File: src/rtl/bitty_fetch_unit_if.sv
// Fetch-unit bus bundle: instruction-memory read port plus the run/done core handshake.
interface bitty_fetch_unit_if #(
  parameter int ADDR_W = 8
);
  logic              mem_rd_en;
  logic [ADDR_W-1:0] mem_addr;
  logic [15:0]       mem_rdata;
  logic [15:0]       instruction;
  logic              run;
  logic              done;

  modport master (
    output mem_rd_en, mem_addr, instruction, run,
    input  mem_rdata, done
  );

  modport slave (
    input  mem_rd_en, mem_addr, instruction, run,
    output mem_rdata, done
  );
endinterface

File: src/rtl/bitty_fetch_unit.sv
// Instruction fetch/sequencer feeding the bitty core; owns the PC and walks START_ADDR..LAST_ADDR.
// Optional BITTY_FETCH_PREFETCH_EN: speculative read of pc+1 during EXEC so done->run takes one cycle.
//
// state   | meaning
// IDLE    | waiting for start
// FETCH   | memory read of pc
// LOAD    | capture read data into instruction
// ISSUE   | one-cycle run pulse to the core
// EXEC    | core executing; wait for done
module bitty_fetch_unit #(
  parameter int ADDR_W     = 8,
  parameter int START_ADDR = 0,
  parameter int LAST_ADDR  = 255
) (
  input  logic               clk,
  input  logic               reset,
  input  logic               start,
  input  logic               stop,
  bitty_fetch_unit_if.master bus,
  output logic [ADDR_W-1:0]  pc,
  output logic               busy,
  output logic               finished
);

  typedef enum logic [2:0] {
    S_IDLE,
    S_FETCH,
    S_LOAD,
    S_ISSUE,
    S_EXEC
  } state_t;

  localparam logic [ADDR_W-1:0] START_PC = ADDR_W'(START_ADDR);
  localparam logic [ADDR_W-1:0] LAST_PC  = ADDR_W'(LAST_ADDR);

  state_t            state_q, state_d;
  logic [ADDR_W-1:0] pc_q, pc_d;
  logic [15:0]       instr_q, instr_d;
  logic              fin_q, fin_d;
  logic              stop_pend_q, stop_pend_d;

  logic at_last;
  logic exec_done;
  logic prog_end;
  logic pf_hit;
  logic pf_rd;

  assign at_last   = (pc_q == LAST_PC);
  assign exec_done = (state_q == S_EXEC) && bus.done;
  // A stop arriving together with done still ends the program after this instruction.
  assign prog_end  = exec_done && (stop_pend_q || stop || at_last);

`ifdef BITTY_FETCH_PREFETCH_EN
  logic        pf_rd_q, pf_rd_d;
  logic        pf_valid_q, pf_valid_d;
  logic        exec_first_q, exec_first_d;
  logic [15:0] pf_buf_q, pf_buf_d;

  assign pf_hit = exec_done && !prog_end && pf_valid_q;
  assign pf_rd  = (state_q == S_EXEC) && exec_first_q && !at_last &&
                  !stop_pend_q && !stop && !bus.done;

  always_comb begin
    pf_rd_d      = pf_rd;
    exec_first_d = (state_q == S_ISSUE);
    pf_buf_d     = pf_buf_q;
    pf_valid_d   = pf_valid_q;
    if (pf_rd_q && (state_q == S_EXEC)) begin
      pf_buf_d   = bus.mem_rdata;
      pf_valid_d = 1'b1;
    end
    // Buffer only lives for one EXEC visit; done or stop consumes/discards it.
    if ((state_q != S_EXEC) || exec_done || stop) begin
      pf_valid_d = 1'b0;
    end
  end

  always_ff @(posedge clk or negedge reset) begin
    if (!reset) begin
      pf_rd_q      <= 1'b0;
      pf_valid_q   <= 1'b0;
      exec_first_q <= 1'b0;
      pf_buf_q     <= 16'h0000;
    end else begin
      pf_rd_q      <= pf_rd_d;
      pf_valid_q   <= pf_valid_d;
      exec_first_q <= exec_first_d;
      pf_buf_q     <= pf_buf_d;
    end
  end
`else
  assign pf_hit = 1'b0;
  assign pf_rd  = 1'b0;
`endif

  always_ff @(posedge clk or negedge reset) begin
    if (!reset) begin
      state_q <= S_IDLE;
    end else begin
      state_q <= state_d;
    end
  end

  always_comb begin
    state_d = state_q;
    case (state_q)
      S_IDLE:  if (start) state_d = S_FETCH;
      S_FETCH: state_d = S_LOAD;
      S_LOAD:  state_d = S_ISSUE;
      S_ISSUE: state_d = S_EXEC;
      S_EXEC: begin
        if (exec_done) begin
          if (prog_end)    state_d = S_IDLE;
          else if (pf_hit) state_d = S_ISSUE;
          else             state_d = S_FETCH;
        end
      end
      default: state_d = S_IDLE;
    endcase
  end

  always_comb begin
    bus.mem_rd_en   = (state_q == S_FETCH) || pf_rd;
    bus.mem_addr    = pf_rd ? (pc_q + ADDR_W'(1)) : pc_q;
    bus.run         = (state_q == S_ISSUE);
    bus.instruction = instr_q;
    pc              = pc_q;
    busy            = (state_q != S_IDLE);
    finished        = fin_q;
  end

  always_comb begin
    pc_d        = pc_q;
    instr_d     = instr_q;
    fin_d       = prog_end;
    stop_pend_d = stop_pend_q;

    if ((state_q == S_IDLE) && start) begin
      pc_d = START_PC;
    end else if (exec_done && !prog_end) begin
      pc_d = pc_q + ADDR_W'(1);
    end

    if (state_q == S_LOAD) begin
      instr_d = bus.mem_rdata;
    end
`ifdef BITTY_FETCH_PREFETCH_EN
    if (pf_hit) begin
      instr_d = pf_buf_q;
    end
`endif

    if ((state_q != S_IDLE) && stop) begin
      stop_pend_d = 1'b1;
    end
    if (prog_end) begin
      stop_pend_d = 1'b0;
    end
  end

  always_ff @(posedge clk or negedge reset) begin
    if (!reset) begin
      pc_q        <= START_PC;
      instr_q     <= 16'h0000;
      fin_q       <= 1'b0;
      stop_pend_q <= 1'b0;
    end else begin
      pc_q        <= pc_d;
      instr_q     <= instr_d;
      fin_q       <= fin_d;
      stop_pend_q <= stop_pend_d;
    end
  end

endmodule

File: src/flat_wrapper.sv
// flat-port wrapper written by rule: the top's interface ports become plain ports
module bitty_fetch_unit_flat 
#(
  parameter int ADDR_W     = 8,
  parameter int START_ADDR = 0,
  parameter int LAST_ADDR  = 255
)
  (clk, reset, start, stop, pc, busy, finished, bus_mem_rd_en, bus_mem_addr, bus_instruction, bus_run, bus_mem_rdata, bus_done);
  bitty_fetch_unit_if #(.ADDR_W(ADDR_W)) bus_i ();
  input  logic clk;
  input  logic reset;
  input  logic start;
  input  logic stop;
  output logic [ADDR_W-1:0] pc;
  output logic busy;
  output logic finished;
  output wire logic [$bits(bus_i.mem_rd_en)-1:0] bus_mem_rd_en;
  output wire logic [$bits(bus_i.mem_addr)-1:0] bus_mem_addr;
  output wire logic [$bits(bus_i.instruction)-1:0] bus_instruction;
  output wire logic [$bits(bus_i.run)-1:0] bus_run;
  input wire logic [$bits(bus_i.mem_rdata)-1:0] bus_mem_rdata;
  input wire logic [$bits(bus_i.done)-1:0] bus_done;
  assign bus_mem_rd_en = bus_i.mem_rd_en;
  assign bus_mem_addr = bus_i.mem_addr;
  assign bus_instruction = bus_i.instruction;
  assign bus_run = bus_i.run;
  assign bus_i.mem_rdata = bus_mem_rdata;
  assign bus_i.done = bus_done;
  bitty_fetch_unit #(.ADDR_W(ADDR_W), .START_ADDR(START_ADDR), .LAST_ADDR(LAST_ADDR)) u_core (.clk(clk), .reset(reset), .start(start), .stop(stop), .bus(bus_i), .pc(pc), .busy(busy), .finished(finished));
endmodule
File: config.mk
export PLATFORM = sky130hd
export DESIGN_NAME = bitty_fetch_unit_flat
export DESIGN_NICKNAME = d
export VERILOG_FILES = /design/src/rtl/bitty_fetch_unit_if.sv /design/src/rtl/bitty_fetch_unit.sv /design/src/flat_wrapper.sv
export SDC_FILE = /design/constraint.sdc
export NUM_CORES = 1
export LEC_CHECK = 0
export ABC_AREA = 0
export CAP_MARGIN = 10
export CORE_MARGIN = 5
export CORE_UTILIZATION = 41
export CTS_CLUSTER_DIAMETER = 120
export DETAILED_ROUTE_END_ITERATION = 6
export GPL_TIMING_DRIVEN = 0
export HOLD_SLACK_MARGIN = 0.05
export PLACE_DENSITY_LB_ADDON = 0.15
export SYNTH_ARGS = -nofsm -noshare
export SYNTH_HDL_FRONTEND = slang
export SYNTH_SLANG_ARGS = --single-unit
export TNS_END_PERCENT = 30
File: constraint.sdc
create_clock -name clk -period 2.2 [get_ports clk]
set_input_delay 0.44 -clock clk [delete_from_list [all_inputs] [get_ports clk]]
set_output_delay 0.44 -clock clk [all_outputs]
set_load 0.02 [all_outputs]
==> metrics.txt <==
status finished, final reports clean; Inserted Diodes 0; sequential share of power 0.370; met2 wire len 1400 um; critical path depth in cells 3; Slew headroom 0.582; CTS root buffer clkbuf_4; Starting Density 0.429; Critical Path, Cell by Cell buf_4 > and3b_1 > clkdlybuf4s50_1; Power, Total 2.29 mW; Routed WL 2860 um; synthesis warning total 0; Sw Share 0.354; Slew Limit Fails 0; Worst Skew 0.0107 ns; setup TNS 0 ns; RSZ-0062 raised after global routing false; biggest area consumer among synthesized cells dfrtp_1; DP Worst Slack 0.0774 ns; drt first pass iters 4; Vias/cell 4.82; count of final setup violators 0; asr flop ratio synth 1.00; Syn Area/Cell 12.2 um2; Internal 1.48 mW; worst-path fanout max 8; # rows 20; CTS Buf Count 5; DRT antenna net count 0; WP data arrival 1.68 ns; die width 66.5 um; clk_lat worst skew 0.32 ns; #FFs+latches synth 29; Clock transition at path regs 0.09 ns; number of cells on the worst reg-to-reg path 6; post-synth top area share 0.554; global placement routability congestion 0.847; Routed WL per cell 13.2 um; P&R area growth vs syn 53.9%; synth cell count leaders dfrtp_1 (29), mux2_2 (16), buf_4 (10); MaxCap Viol Count 0; Startpoint Class flop; critical path endpoint category output pin; IO Count 57; Net Sw Power 0.812 mW; Post-Syn Nets 129; M1 WL 1130 um; max layer used met4; Clk pwr share 0.130; CTS max path bufs 2; Post-synth EDFFs 0; largest net degree at the start of global routing 19; maximum clock rate 472 MHz; Core Region 3050 um2; first-pass GRT wire length 4770 um; initial antenna violation count 0; PD cells 1140 nW/um2; share of cells above drive strength 1 0.215; Filler cells 265; DRC violations left 0; PnR worst setup slack 0.0821 ns; Seq/Total Area, Yosys 0.554; Sequential Area 726 um2; crit-path leading delay family buffers and inverters; FF-to-FF End u_core.bus.mem_addr[1]; Syn Std Cell Area 1310 um2; DP Area 1950 um2; Port Buffers 56; gr usage total 0.143; area occupied by multi-input gates 504 um2; Cells after Synth 107; Worst R2R Setup Slack 0.36 ns; vias 1,042; CTS tree yes; Worst Hold Class primary input to asynchronous set/reset pin; Critical Path RT 1.76 ns; crit-path max cell delay 0.60 ns; reg-to-reg startpoint u_core.bus.mem_addr[0]; hpwl dp 2230 um; vias in the first global route 1,097; worst path bufs/invs 2; final worst path period need 2.12 ns; Setup CP Type flop to output pin; DR iter-0 viols 38; Max stage delay cell, worst path clkdlybuf4s50_1; H-tree level count 2; crit share post-route 0.963; largest cells by area after synthesis dfrtp_1 (55%), mux2_2 (14%), buf_4 (5.7%); Die Y 66.5 um; Static Leak 0.859 nW; cell area after layout 2020 um2; actual slew at the worst max-slew pin 0.624 ns; Final Hold Fails 0; Comb pwr share 0.500; post-synth cell types 30; Max IR drop VDD 0.000687 V; clk sinks 29; Synth Flop Type dfrtp_1; Final nets 193; met3 WL 293 um; Finished Core Util 0.660; most common cell in the netlist dfrtp_1; gr ovfl total 0; Die ar. 4430 um2
==> cells by family after synthesis <==
logic type | synth area share
and+or+nand+nor | 0.133
DFF | 0.554
muxes | 0.153
AOI/OAI and AO/OA | 0.0745
buffers and inverters | 0.0697
xor gates and xnor gates | 0.00669
adders and majority gates | 0.00955
==> state kept, by name, summed over array words and instances, names as in the netlist <==
| signal | cells |
|---|---|
| u_core.state_q | 3 |
| u_core.bus.mem_addr | 8 |
| u_core.finished | 1 |
| u_core.bus.instruction | 16 |
| u_core.stop_pend_q | 1 |
==> metrics by stage <==
step,hold slack (ns),std cells
after global routing,0.526,216
after detailed placement,0.490,208
after floorplan,0.144,107
final,0.500,216
after CTS,0.508,216
after global placement,0.480,207
==> layout by cell type (no fill, tap or decap), drive strengths merged, types with 3 or more instances in the layout <==
master,count
nand3,3
dfrtp,29
or3,3
clkdlybuf4s50,55
buf,12
clkbuf,8
a21oi,3
nor2,6
inv,3
nand2,5
mux2,16
==> metal layers <==
layer,vias to the layer above,global-route usage
met3,4,0.0658
met2,42,0.237
met4,0,0.0761
li1,506,-
met1,490,0.151
met5,-,0
==> worst max path at each step <==
stage                                 from                endpoint  slack (ns)
finish                   u_core.state_q[2]                 bus_run        0.08
global route             u_core.state_q[2]                 bus_run       0.003
CTS                      u_core.state_q[2]           bus_mem_rd_en        0.02
detailed placement                bus_done  u_core.bus.mem_addr[6]        0.08
global placement                  bus_done  u_core.bus.mem_addr[6]        0.08
floorplan           u_core.bus.mem_addr[0]  u_core.bus.mem_addr[1]        0.50
==> cell type report <==
class	instances	area share
clock buffers	8	0.0242
inverters	3	0.00559
well taps	44	0.0273
plain buffers	11	0.0397
multi-input cells	64	0.250
flip-flops and latches	29	0.360
repair buffers	57	0.293
==> power by group through the flow <==
stage / registers (mW) / logic, mW / clock network, mW
floorplan: 1.03 / 0.451 / 0
global placement: 0.839 / 1.13 / 0
detailed placement: 0.854 / 1.15 / 0
CTS: 0.847 / 1.16 / 0.318
global route: 0.881 / 1.22 / 0.334
finish: 0.850 / 1.15 / 0.299
==> timing repair <==
| action | CTS | global route |
|---|---|---|
| endpoints found under the hold margin | 0 | 0 |
| setup endpoints to repair | 1 | 2 |
| buffers inserted | 0 | 0 |
| hold buffers | 0 | 0 |
| pin swaps | 0 | 0 |
| resized for setup | 1 | 2 |
Power figures use the tool's default switching activity.
